### config.mk
export PLATFORM = sky130hd
export DESIGN_NAME = nrisc_ula_arb
export DESIGN_NICKNAME = d
export VERILOG_FILES = /design/src/rtl/nrisc_ula_arb.sv
export SDC_FILE = /design/constraint.sdc
export NUM_CORES = 1
export LEC_CHECK = 0
export BUFFER_PORTS_ARGS = -buffer_cell sky130_fd_sc_hd__buf_2
export CAP_MARGIN = 5
export CORE_MARGIN = 5
export CORE_UTILIZATION = 51
export CTS_BUF_LIST = sky130_fd_sc_hd__clkbuf_8 sky130_fd_sc_hd__clkbuf_16
export CTS_CLUSTER_DIAMETER = 60
export DETAILED_ROUTE_END_ITERATION = 6
export GPL_ROUTABILITY_DRIVEN = 0
export PLACE_DENSITY = 0.95
export SETUP_SLACK_MARGIN = 0.1
export SYNTH_ARGS = -nofsm -noshare
export SYNTH_HDL_FRONTEND = slang
export SYNTH_SLANG_ARGS = --single-unit
### constraint.sdc
create_clock -name clk -period 7.8 [get_ports clk]
set_clock_uncertainty 0.2 [all_clocks]
set_input_delay 0.39 -clock clk [delete_from_list [all_inputs] [get_ports clk]]
set_output_delay 0.39 -clock clk [all_outputs]
set_load 0.01 [all_outputs]
### src/rtl/nrisc_ula_arb.sv
// Two-port round-robin front end for the shared NRISC ULA. It accepts one operation at a time
// and runs shift/rotate ops as repeated single-bit passes fed back through the ULA.
module nrisc_ula_arb #(
   parameter int TAM = 16
) (
   input  logic           clk,
   input  logic           rst,
   input  logic           req0_valid,
   output logic           req0_ready,
   input  logic [3:0]     req0_ctrl,
   input  logic [TAM-1:0] req0_a,
   input  logic [TAM-1:0] req0_b,
   input  logic [3:0]     req0_cnt,
   input  logic           req1_valid,
   output logic           req1_ready,
   input  logic [3:0]     req1_ctrl,
   input  logic [TAM-1:0] req1_a,
   input  logic [TAM-1:0] req1_b,
   input  logic [3:0]     req1_cnt,
   output logic           resp0_valid,
   output logic [TAM-1:0] resp0_data,
   output logic [2:0]     resp0_flags,
   output logic           resp1_valid,
   output logic [TAM-1:0] resp1_data,
   output logic [2:0]     resp1_flags,
   output logic [TAM-1:0] ula_a,
   output logic [TAM-1:0] ula_b,
   output logic [3:0]     ula_ctrl,
   input  logic [TAM-1:0] ula_out,
   input  logic [2:0]     ula_flags
);

   // state | meaning
   // IDLE  | arbitrate and accept one request
   // RUN   | one ULA pass per cycle, result fed back into acc
   // DONE  | one-cycle response pulse to the owner
   typedef enum logic [1:0] {IDLE, RUN, DONE} state_t;

   state_t         state, state_next;
   logic           last_grant, owner;
   logic [3:0]     op_ctrl, rem;
   logic [TAM-1:0] acc, b_reg;
   logic [2:0]     flags_reg;

   logic           win1, accept, is_shift, zero_cnt;
   logic [3:0]     sel_ctrl, sel_cnt;
   logic [TAM-1:0] sel_a, sel_b;

   always_comb begin
      // On a tie, the port that was not served last wins.
      win1       = req1_valid && (!req0_valid || !last_grant);
      sel_ctrl   = win1 ? req1_ctrl : req0_ctrl;
      sel_a      = win1 ? req1_a    : req0_a;
      sel_b      = win1 ? req1_b    : req0_b;
      sel_cnt    = win1 ? req1_cnt  : req0_cnt;
      accept     = !rst && (state == IDLE) && (req0_valid || req1_valid);
      req0_ready = accept && !win1;
      req1_ready = accept && win1;
      is_shift   = (sel_ctrl[2:0] == 3'b101) || (sel_ctrl[2:0] == 3'b110);
      zero_cnt   = is_shift && (sel_cnt == 4'd0);
   end

   always_comb begin
      ula_a      = '0;
      ula_b      = '0;
      ula_ctrl   = 4'd0;
      state_next = state;
      case (state)
         IDLE: if (accept) state_next = zero_cnt ? DONE : RUN;
         RUN: begin
            ula_a    = acc;
            ula_b    = b_reg;
            ula_ctrl = op_ctrl;
            if (rem <= 4'd1) state_next = DONE;
         end
         DONE:    state_next = IDLE;
         default: state_next = IDLE;
      endcase
   end

   always_ff @(posedge clk or posedge rst) begin
      if (rst) begin
         state       <= IDLE;
         last_grant  <= 1'b1;
         owner       <= 1'b0;
         op_ctrl     <= 4'd0;
         acc         <= '0;
         b_reg       <= '0;
         rem         <= 4'd0;
         flags_reg   <= 3'b000;
         resp0_valid <= 1'b0;
         resp0_data  <= '0;
         resp0_flags <= 3'b000;
         resp1_valid <= 1'b0;
         resp1_data  <= '0;
         resp1_flags <= 3'b000;
      end else begin
         state       <= state_next;
         resp0_valid <= 1'b0;
         resp1_valid <= 1'b0;
         case (state)
            IDLE: if (accept) begin
               owner   <= win1;
               op_ctrl <= sel_ctrl;
               acc     <= sel_a;
               b_reg   <= sel_b;
               rem     <= is_shift ? sel_cnt : 4'd1;
               // Zero-count shift: the response is registered here, no ULA pass.
               if (zero_cnt) begin
                  flags_reg <= 3'b000;
                  if (win1) begin
                     resp1_valid <= 1'b1;
                     resp1_data  <= sel_a;
                     resp1_flags <= 3'b000;
                  end else begin
                     resp0_valid <= 1'b1;
                     resp0_data  <= sel_a;
                     resp0_flags <= 3'b000;
                  end
               end
            end
            RUN: begin
               acc       <= ula_out;
               flags_reg <= ula_flags;
               rem       <= rem - 4'd1;
               // Response registers load with the last pass so they are valid in DONE.
               if (state_next == DONE) begin
                  if (owner) begin
                     resp1_valid <= 1'b1;
                     resp1_data  <= ula_out;
                     resp1_flags <= ula_flags;
                  end else begin
                     resp0_valid <= 1'b1;
                     resp0_data  <= ula_out;
                     resp0_flags <= ula_flags;
                  end
               end
            end
            DONE:    last_grant <= owner;
            default: ;
         endcase
      end
   end

endmodule

==> impl_metrics.ini <==
[grt]
grt_first_pass_wirelength_um = 17200
overflow = 0
grt_use_met3_pct = 4.88
grt_max_degree = 56
grt_util_met2_pct = 39.5
grt_busiest_layer = met2
grt.met1_usage_pct = 24.9
grt_antenna_before_repair = 0
grt_pass1_vias = 3740
track_usage_pct = 21.8

[route]
wl_per_cell_um = 17.1
initialDrtViolationCount = 93
drtPass1Iterations = 5
viasPerCell = 5.45
vias = 3581
finalWirelength_um = 11200
antenna_left = 0
drc = 0

[setup_path]
crit_end = resp0_data[8]
critical_path_class = reg2reg
cp_slowest_cell = nor4_1
crit_chain = nand2b_1 > nor4_1 > a31oi_2 > clkinv_2 > mux2_1
arrival_ps = 3030
r2r_end = resp0_data[8]
r2r_slack_ps = 4780
cp_num_cells = 5
cp-startpoint = state[1]
critPathRequiredTime_ps = 7810
path_buf_inv = 1
r2r-start = state[1]
reg2reg_depth = 5
start_kind = register
max_stage_delay_ps = 810
critPathMaxFanout = 23
cp_top_family = simple AND/OR/NAND/NOR gates
crit_path_end_kind = register

[cells_and_area]
area_growth_pct = 29.7
final_layout_size_suffix_gt1_share_pct = 45.2
fillers = 594
antenna_cells = 0
postLayoutCoreUtil_pct = 67.7
fin_nets = 655

[clock_network]
clk_pin_slew_ps = 80
cts_buffers = 9
clock-sinks = 84
cts_root_buffer = clkbuf_8
post-cts-setup-buffers = 0
cts_max_level = 3
clockBufferDepth = 2
cts_tree = done
clock_latency_ps = 330

[logic_synthesis]
synth_top_area_share_pct = 51.5
yosysMostFrequentCell = dfrtp_1
synth_top_cell_by_area = dfrtp_1
yosys_warnings = 0
synth_area_um2 = 4030
synth_seq_cells = 84
syn_nets = 482
yosys_most_used_dff = dfrtp_1
synth_cell_types = 44
seq_area_frac_synth_pct = 52.2
synth_common_cells = 83 x dfrtp_1, 56 x nand2_1, 37 x and2_1, 37 x mux2_2, 32 x a21oi_1
syn_area_per_cell_um2 = 10.7
yosys-top-cells-area = dfrtp_1 52%, mux2_2 10%, and2_1 5.7%, nand2_1 5.2%, a21oi_1 4.0%
syn_inst = 377
async_flop_share_pct = 100
synth_edf_count = 0

[status]
status = finished clean

[place]
port_buffers = 180
detailed_place_hpwl_um = 8300

[sta]
min_period_ps = 3020
tightest_slew_ps = 1140
setup_viol = 0
slew_violations = 0
fin_crit_sh_pct = 38.7
rsz0062_at_grt = false
setup_tns_ps = 0
slew_headroom_pct = 24.1
hold_viol = 0
max_freq_ghz = 0.331

[power]
p_leak_uw = 0.00269
ir_worst_vdd_uv = 225
power.total_uw = 2160
power_density_nw_per_um2 = 412

[floorplanning]
ios = 181
dieArea_um2 = 9780
start_util_pct = 52.2
core_area_um2 = 7730
chipWidth_um = 98.9
dieHeight_um = 98.9
num_rows = 32

[min_path]
hold_class = in2reg

[job]
maxCapViolations = 0
timing repair:
item | 4_1_cts | 5_1_grt
endpoints found under the hold margin | 39 | 0
hold buffers | 1 | 0
resized for setup | 0 | 0
layer usage:
layer  vias up  share of wire [%]  wire length (µm)
li1       1659                  -                 -
met1      1724                 39              4350
met2       165                 51              5710
met3        33                7.8               882
met4         0                2.6               297
met5         -                  0                 0
how the worst min path moves through the flow:
stage / from / endpoint / slack (ps) / cells after the start
2_1_floorplan: op_ctrl[0] / op_ctrl[0] / 240 / 2
3_3_place_gp: op_ctrl[2] / op_ctrl[2] / 260 / 2
3_5_place_dp: op_ctrl[1] / op_ctrl[1] / 270 / 2
4_1_cts: req0_b[3] / b_reg[3] / 30 / 3
5_1_grt: req0_b[5] / b_reg[5] / 40 / 3
6_report: req0_b[13] / b_reg[13] / 50 / 3
layout by cell type, fill, tap and decap left out, types with 2 or more instances in the layout:
cell | netlist | routed
ha_1 | 2 | 2
a32oi_1 | 3 | 3
a22o_1 | 7 | 7
and2_1 | 37 | 37
nand3_1 | 2 | 2
clkinv_2 | 1 | 4
bufinv_16 | 0 | 3
a31oi_2 | 2 | 2
nand2b_1 | 2 | 2
clkbuf_8 | 0 | 9
nand2_1 | 56 | 56
nor4_1 | 3 | 3
inv_1 | 5 | 6
xor2_1 | 2 | 2
buf_2 | 3 | 180
o211ai_1 | 2 | 2
mux2_2 | 37 | 37
dfrtp_1 | 83 | 83
buf_4 | 1 | 3
mux2_1 | 12 | 12
mux2i_1 | 3 | 3
a22oi_1 | 18 | 18
nor2_1 | 22 | 22
a21oi_1 | 32 | 32
o21ai_0 | 4 | 4
or2_2 | 3 | 3
worst register-to-register path, stage by stage (launching register included):
cell      delay (ps)
dfrtp_1          440
nand2b_1         640
nor4_1           810
a31oi_2          140
clkinv_2         300
mux2_1           370
per-stage QoR:
stage	cell area [µm²]	hold WS (ps)	setup WS, ps	std cells
3_3_place_gp	4990	259	4950	640
5_1_grt	5230	39.1	4590	657
3_5_place_dp	4990	266	4810	640
6_report	5230	46.1	4780	657
4_1_cts	5230	35.0	4770	657
2_1_floorplan	4030	242	5050	377
power breakdown:
part | switching, µW | total (µW) | internal (µW)
sequential | 123 | 779 | 656
combinational | 551 | 1020 | 472
clock | 143 | 353 | 209
total | 817 | 2160 | 1340
final cells by class:
| cell class | instances | area [µm²] | share of cell area (%) |
|---|---|---|---|
| Clock buffer | 9 | 124 | 2.37 |
| Multi-Input combinational cell | 264 | 1810 | 34.5 |
| Timing Repair Buffer | 184 | 933 | 17.8 |
| Sequential cell | 84 | 2100 | 40.2 |
| Tap cell | 102 | 128 | 2.44 |
| Inverter | 7 | 28.8 | 0.550 |
| Clock inverter | 7 | 108 | 2.06 |
logic make-up after synthesis:
kind of cell    Yosys count  synth area share [%]
simple gates            132                  16.2
mux                      52                  14.4
buf+inv                  29                  3.32
xor+xnor                  2                 0.435
compound gates           76                  12.8
fa+ha+maj                 2                 0.621
flops                    84                  52.2
(Power assumes the default switching activity.)
